==> src/rtl/shiftreg_out_ctl.sv <==
// Serial-in/parallel-out driver for a 74HC595-style chain: shifts a word out MSB-first
// on a divided serial clock, then pulses the storage latch so all outputs update together.
module shiftreg_out_ctl #(
  parameter int WIDTH   = 16,
  parameter int CLK_DIV = 4
) (
  input  logic             clk,
  input  logic             reset,
  input  logic [WIDTH-1:0] data_in,
  input  logic             data_valid,
  output logic             data_ready,
  output logic             frame_done,
  output logic             shiftreg_clk,
  output logic             shiftreg_data,
  output logic             shiftreg_latch,
  output logic             shiftreg_oen
);

  localparam int CW = $clog2(CLK_DIV + 1);
  localparam int IW = $clog2(WIDTH + 1);
  localparam logic [CW-1:0] CntLast = CW'(CLK_DIV - 1);
  localparam logic [IW-1:0] IdxTop  = IW'(WIDTH - 1);

  typedef enum logic [1:0] {IDLE, SHIFT_LO, SHIFT_HI, LATCH} state_e;

  state_e           state_q, state_d;
  logic [CW-1:0]    cnt_q, cnt_d;
  logic [IW-1:0]    idx_q, idx_d;
  logic [WIDTH-1:0] shadow_q, shadow_d;
  logic             ready_q, ready_d;
  logic             done_q, done_d;
  logic             sclk_q, sclk_d;
  logic             sdata_q, sdata_d;
  logic             latch_q, latch_d;
  logic             oen_q, oen_d;
  logic             halfDone;

  assign halfDone = (cnt_q == CntLast);

  always_ff @(posedge clk or posedge reset) begin
    if (reset) begin
      state_q  <= IDLE;
      cnt_q    <= '0;
      idx_q    <= '0;
      shadow_q <= '0;
      ready_q  <= 1'b1;
      done_q   <= 1'b0;
      sclk_q   <= 1'b0;
      sdata_q  <= 1'b0;
      latch_q  <= 1'b0;
      oen_q    <= 1'b1;
    end else begin
      state_q  <= state_d;
      cnt_q    <= cnt_d;
      idx_q    <= idx_d;
      shadow_q <= shadow_d;
      ready_q  <= ready_d;
      done_q   <= done_d;
      sclk_q   <= sclk_d;
      sdata_q  <= sdata_d;
      latch_q  <= latch_d;
      oen_q    <= oen_d;
    end
  end

  // The shadow register shifts left per bit, so the bit on the wire is always its MSB.
  always_comb begin
    state_d  = state_q;
    cnt_d    = cnt_q;
    idx_d    = idx_q;
    shadow_d = shadow_q;
    case (state_q)
      IDLE: begin
        if (data_valid && ready_q) begin
          shadow_d = data_in;
          idx_d    = IdxTop;
          cnt_d    = '0;
          state_d  = SHIFT_LO;
        end
      end
      SHIFT_LO: begin
        if (halfDone) begin
          cnt_d   = '0;
          state_d = SHIFT_HI;
        end else begin
          cnt_d = cnt_q + 1'b1;
        end
      end
      SHIFT_HI: begin
        if (halfDone) begin
          cnt_d = '0;
          if (idx_q != '0) begin
            idx_d    = idx_q - 1'b1;
            shadow_d = shadow_q << 1;
            state_d  = SHIFT_LO;
          end else begin
            state_d = LATCH;
          end
        end else begin
          cnt_d = cnt_q + 1'b1;
        end
      end
      LATCH: begin
        if (halfDone) begin
          cnt_d   = '0;
          state_d = IDLE;
        end else begin
          cnt_d = cnt_q + 1'b1;
        end
      end
      default: begin
        cnt_d   = '0;
        state_d = IDLE;
      end
    endcase
  end

  // Outputs are decoded from the next state so they register in step with it.
  always_comb begin
    ready_d = (state_d == IDLE);
    sclk_d  = (state_d == SHIFT_HI);
    latch_d = (state_d == LATCH);
    sdata_d = 1'b0;
    if (state_d == SHIFT_LO || state_d == SHIFT_HI) begin
      sdata_d = shadow_d[WIDTH-1];
    end
    done_d = (state_q == LATCH) && halfDone;
    oen_d  = oen_q && !done_d;
  end

  assign data_ready     = ready_q;
  assign frame_done     = done_q;
  assign shiftreg_clk   = sclk_q;
  assign shiftreg_data  = sdata_q;
  assign shiftreg_latch = latch_q;
  assign shiftreg_oen   = oen_q;

endmodule

==> config.mk <==
export PLATFORM = sky130hd
export DESIGN_NAME = shiftreg_out_ctl
export DESIGN_NICKNAME = d
export VERILOG_FILES = /design/src/rtl/shiftreg_out_ctl.sv
export SDC_FILE = /design/constraint.sdc
export NUM_CORES = 1
export LEC_CHECK = 0
export CAP_MARGIN = 10
export CORE_ASPECT_RATIO = 1.75
export CORE_MARGIN = 2
export CORE_UTILIZATION = 37
export DETAILED_ROUTE_END_ITERATION = 8
export PLACE_DENSITY = 0.71
export SLEW_MARGIN = 10
export SYNTH_ARGS = -nofsm -noshare
export SYNTH_HDL_FRONTEND = slang
export SYNTH_SLANG_ARGS = --single-unit
==> constraint.sdc <==
create_clock -name clk -period 7.2 [get_ports clk]
set_input_delay 0.72 -clock clk [delete_from_list [all_inputs] [get_ports clk]]
set_output_delay 0.72 -clock clk [all_outputs]
set_load 0.01 [all_outputs]
==> results.json <==
{
  "fin_skew_ns": 0.00166,
  "root_buffer": "clkbuf_8",
  "clk_path_buf_depth": 2,
  "crit_type": "reg2reg",
  "arrival_ns": 2.77,
  "syn_area_um2": 1560,
  "cts_setup_buffers": 0,
  "tns_ns": 0,
  "post-route-period-util_pct": 36.2,
  "hold_buffers": 0,
  "yosysWarnings": 0,
  "max_stage_delay_ns": 0.59,
  "status": "complete, no violations",
  "max-slew-margin-rel_pct": 60.2,
  "p_per_area_nw_per_um2": 351,
  "vias_per_cell": 5.79,
  "setup_ws_ns": 4.59,
  "critPathMostFrequentCell": "ha_1",
  "clk_latency_ns": 0.28,
  "synth.avg_cell_area_um2": 12.2,
  "grt_pass1_vias": 1197,
  "power.leakage_nw": 0.880,
  "clkTransAtPathRegs_ns": 0.06,
  "drive_above_1_share_pct": 19.7,
  "end_kind": "flip-flop",
  "grt_first_pass_wirelength_um": 5400,
  "cp_data_required_time_ns": 7.36,
  "synth_nets": 153,
  "dieArea_um2": 4770,
  "area_growth_pct": 20.9,
  "die_x_um": 53.1,
  "path_cells": "inv_1 > ha_1 > or4b_4 > o21a_1 > a21o_1 > ha_1 > and3_1 > a311o_2",
  "diodes": 0,
  "initial_utilization_pct": 37.9,
  "ys_seq_area_share_pct": 51.5,
  "grt_max_degree": 33,
  "place_hpwl_um": 2180,
  "io_buffer_count": 24,
  "layout.nets": 176,
  "worst_path_max_delay_cell": "or4b_4",
  "grt.total_usage_pct": 15.0,
  "yosysUniqueCellTypes": 41,
  "cts_tree": "yes",
  "ant_nets": 0,
  "layout_commonest_cell": "dfrtp_1",
  "fmax_ghz": 0.383,
  "fin_crit_ns": 2.61,
  "drc": 0,
  "gr-total-overflow": 0,
  "dp_slack_ns": 4.55,
  "worst_pin_slew_ns": 0.589,
  "wl_per_cell_um": 16.1,
  "routed-via-count": 1164,
  "drtIter0Drc": 28,
  "power.total_uw": 661,
  "core_um2": 4110,
  "drv_cap": 0,
  "cts_resized": 0,
  "die_h_um": 89.9,
  "setup_violations": 0,
  "final_cell_mix": "dfrtp_1, clkdlybuf4s50_1, and3_1, and3_2, a221o_2",
  "ys_ff_latch": 32,
  "rsz0062_at_grt": "false",
  "ios": 25,
  "worst_setup_path_start_kind": "flip-flop",
  "drv_slew": 0,
  "antenna_found_initial": 0,
  "whs_path_depth": 1,
  "cts_max_level": 2,
  "hp-class": "reg2reg",
  "totalWireLength_um": 3230,
  "gp_congestion": 0.849,
  "cts.sinks": 32,
  "vdd_drop_max_mv": 0.145,
  "synthCells": 128,
  "cp_max_fo": 19,
  "numCtsBuffers": 5,
  "r2r_cells": 8,
  "hold_viol_final": 0,
  "drt_first_pass_iters": 4,
  "core.rowCount": 31
}
cell families after synthesis:
kind of cell,share of synthesized area (%)
AOI/OAI and AO/OA,18.1
adders and majority gates,4.82
DFF,51.5
buffers and inverters,5.46
muxes,2.01
and+or+nand+nor,18.1
layout make-up:
type / instances / area, um^2
tap: 49 / 61.3
multi-input combinational: 84 / 671
inverter: 3 / 11.3
clock buffer: 8 / 90.1
sequential: 32 / 803
fill: 398 / 2230
timing repair buffer: 25 / 248
sequential cells by signal, indices dropped and copies added (netlist names):
name / flops
shiftreg_clk: 1
shiftreg_data: 1
state_q: 2
data_ready: 1
idx_q: 5
cnt_q: 3
frame_done: 1
shiftreg_latch: 1
shiftreg_oen: 1
shadow_q: 16
cells in the mapped netlist:
library cell | instances | area share (%)
dfrtp_1 | 30 | 48
a221o_2 | 8 | 5.8
and3_1 | 8 | 3.2
and3_2 | 8 | 3.9
a221o_1 | 7 | 4.5
nor2_1 | 7 | 1.7
ha_1 | 6 | 4.8
nand2_1 | 4 | 0.96
a21oi_1 | 3 | 0.96
buf_6 | 3 | 2.2
inv_1 | 3 | 0.72
nor2b_1 | 3 | 1.2
nor3_1 | 3 | 0.96
o21ai_0 | 3 | 0.96
clkbuf_1 | 2 | 0.48
dfstp_2 | 2 | 3.4
mux2i_1 | 2 | 1.3
nand3_1 | 2 | 0.64
o21a_1 | 2 | 0.96
a21o_1 | 1 | 0.48
a21oi_4 | 1 | 1.0
a22o_1 | 1 | 0.56
a311o_2 | 1 | 0.72
a311oi_1 | 1 | 0.56
a31oi_1 | 1 | 0.40
a32o_1 | 1 | 0.64
and2_1 | 1 | 0.40
and3b_1 | 1 | 0.56
and4bb_1 | 1 | 0.80
and4bb_2 | 1 | 0.80
buf_2 | 1 | 0.32
buf_4 | 1 | 0.48
buf_8 | 1 | 0.96
clkbuf_2 | 1 | 0.32
mux2_2 | 1 | 0.72
nand3b_1 | 1 | 0.48
nand4_1 | 1 | 0.40
nor4b_1 | 1 | 0.56
o31ai_1 | 1 | 0.48
or4b_4 | 1 | 0.88
or4bb_1 | 1 | 0.72
metal layers:
layer	vias up	track usage, %	wire length, um
met5	-	0	0
met4	0	6.41	34
met2	37	27.3	1750
li1	533	-	-
met1	590	15.8	1320
met3	4	2.99	125
path summary, 6_finish.rpt:
check	start	end	slack [ns]
max reg2reg	idx_q[0]	shiftreg_data	4.59
min in group asynchronous	reset	shadow_q[5]	0.83
max	idx_q[0]	shiftreg_data	4.59
max in group asynchronous	reset	shiftreg_oen	6.05
min reg2reg	shiftreg_oen	shiftreg_oen	0.48
min	shiftreg_oen	shiftreg_oen	0.48
power breakdown:
part	internal [mW]	leakage [nW]	switching, mW
combinational	0.120	0.445	0.0959
clock	0.0778	0.0455	0.0610
sequential	0.251	0.389	0.0549
metrics by stage:
| stage | hold slack [ns] | instance area (um^2) | cells | utilization, % |
|---|---|---|---|---|
| floorplan | 0.457 | 1560 | 128 | - |
| global placement | 0.474 | 1790 | 193 | 43.6 |
| detailed placement | 0.474 | 1790 | 193 | 43.6 |
| CTS | 0.486 | 1880 | 201 | 45.8 |
| global route | 0.491 | 1880 | 201 | 45.8 |
| finish | 0.482 | 1880 | 201 | 45.8 |
worst max-delay path: cells and delay by family, from the launching register on:
kind,cells,cell delay [ns]
AND/OR/NAND/NOR,2,0.77
AO/OA/AOI/OAI,3,0.75
adder cells (fa/ha/maj),2,0.48
buffers and inverters,1,0.11
flip-flops,1,0.38
(Power assumes the default switching activity.)
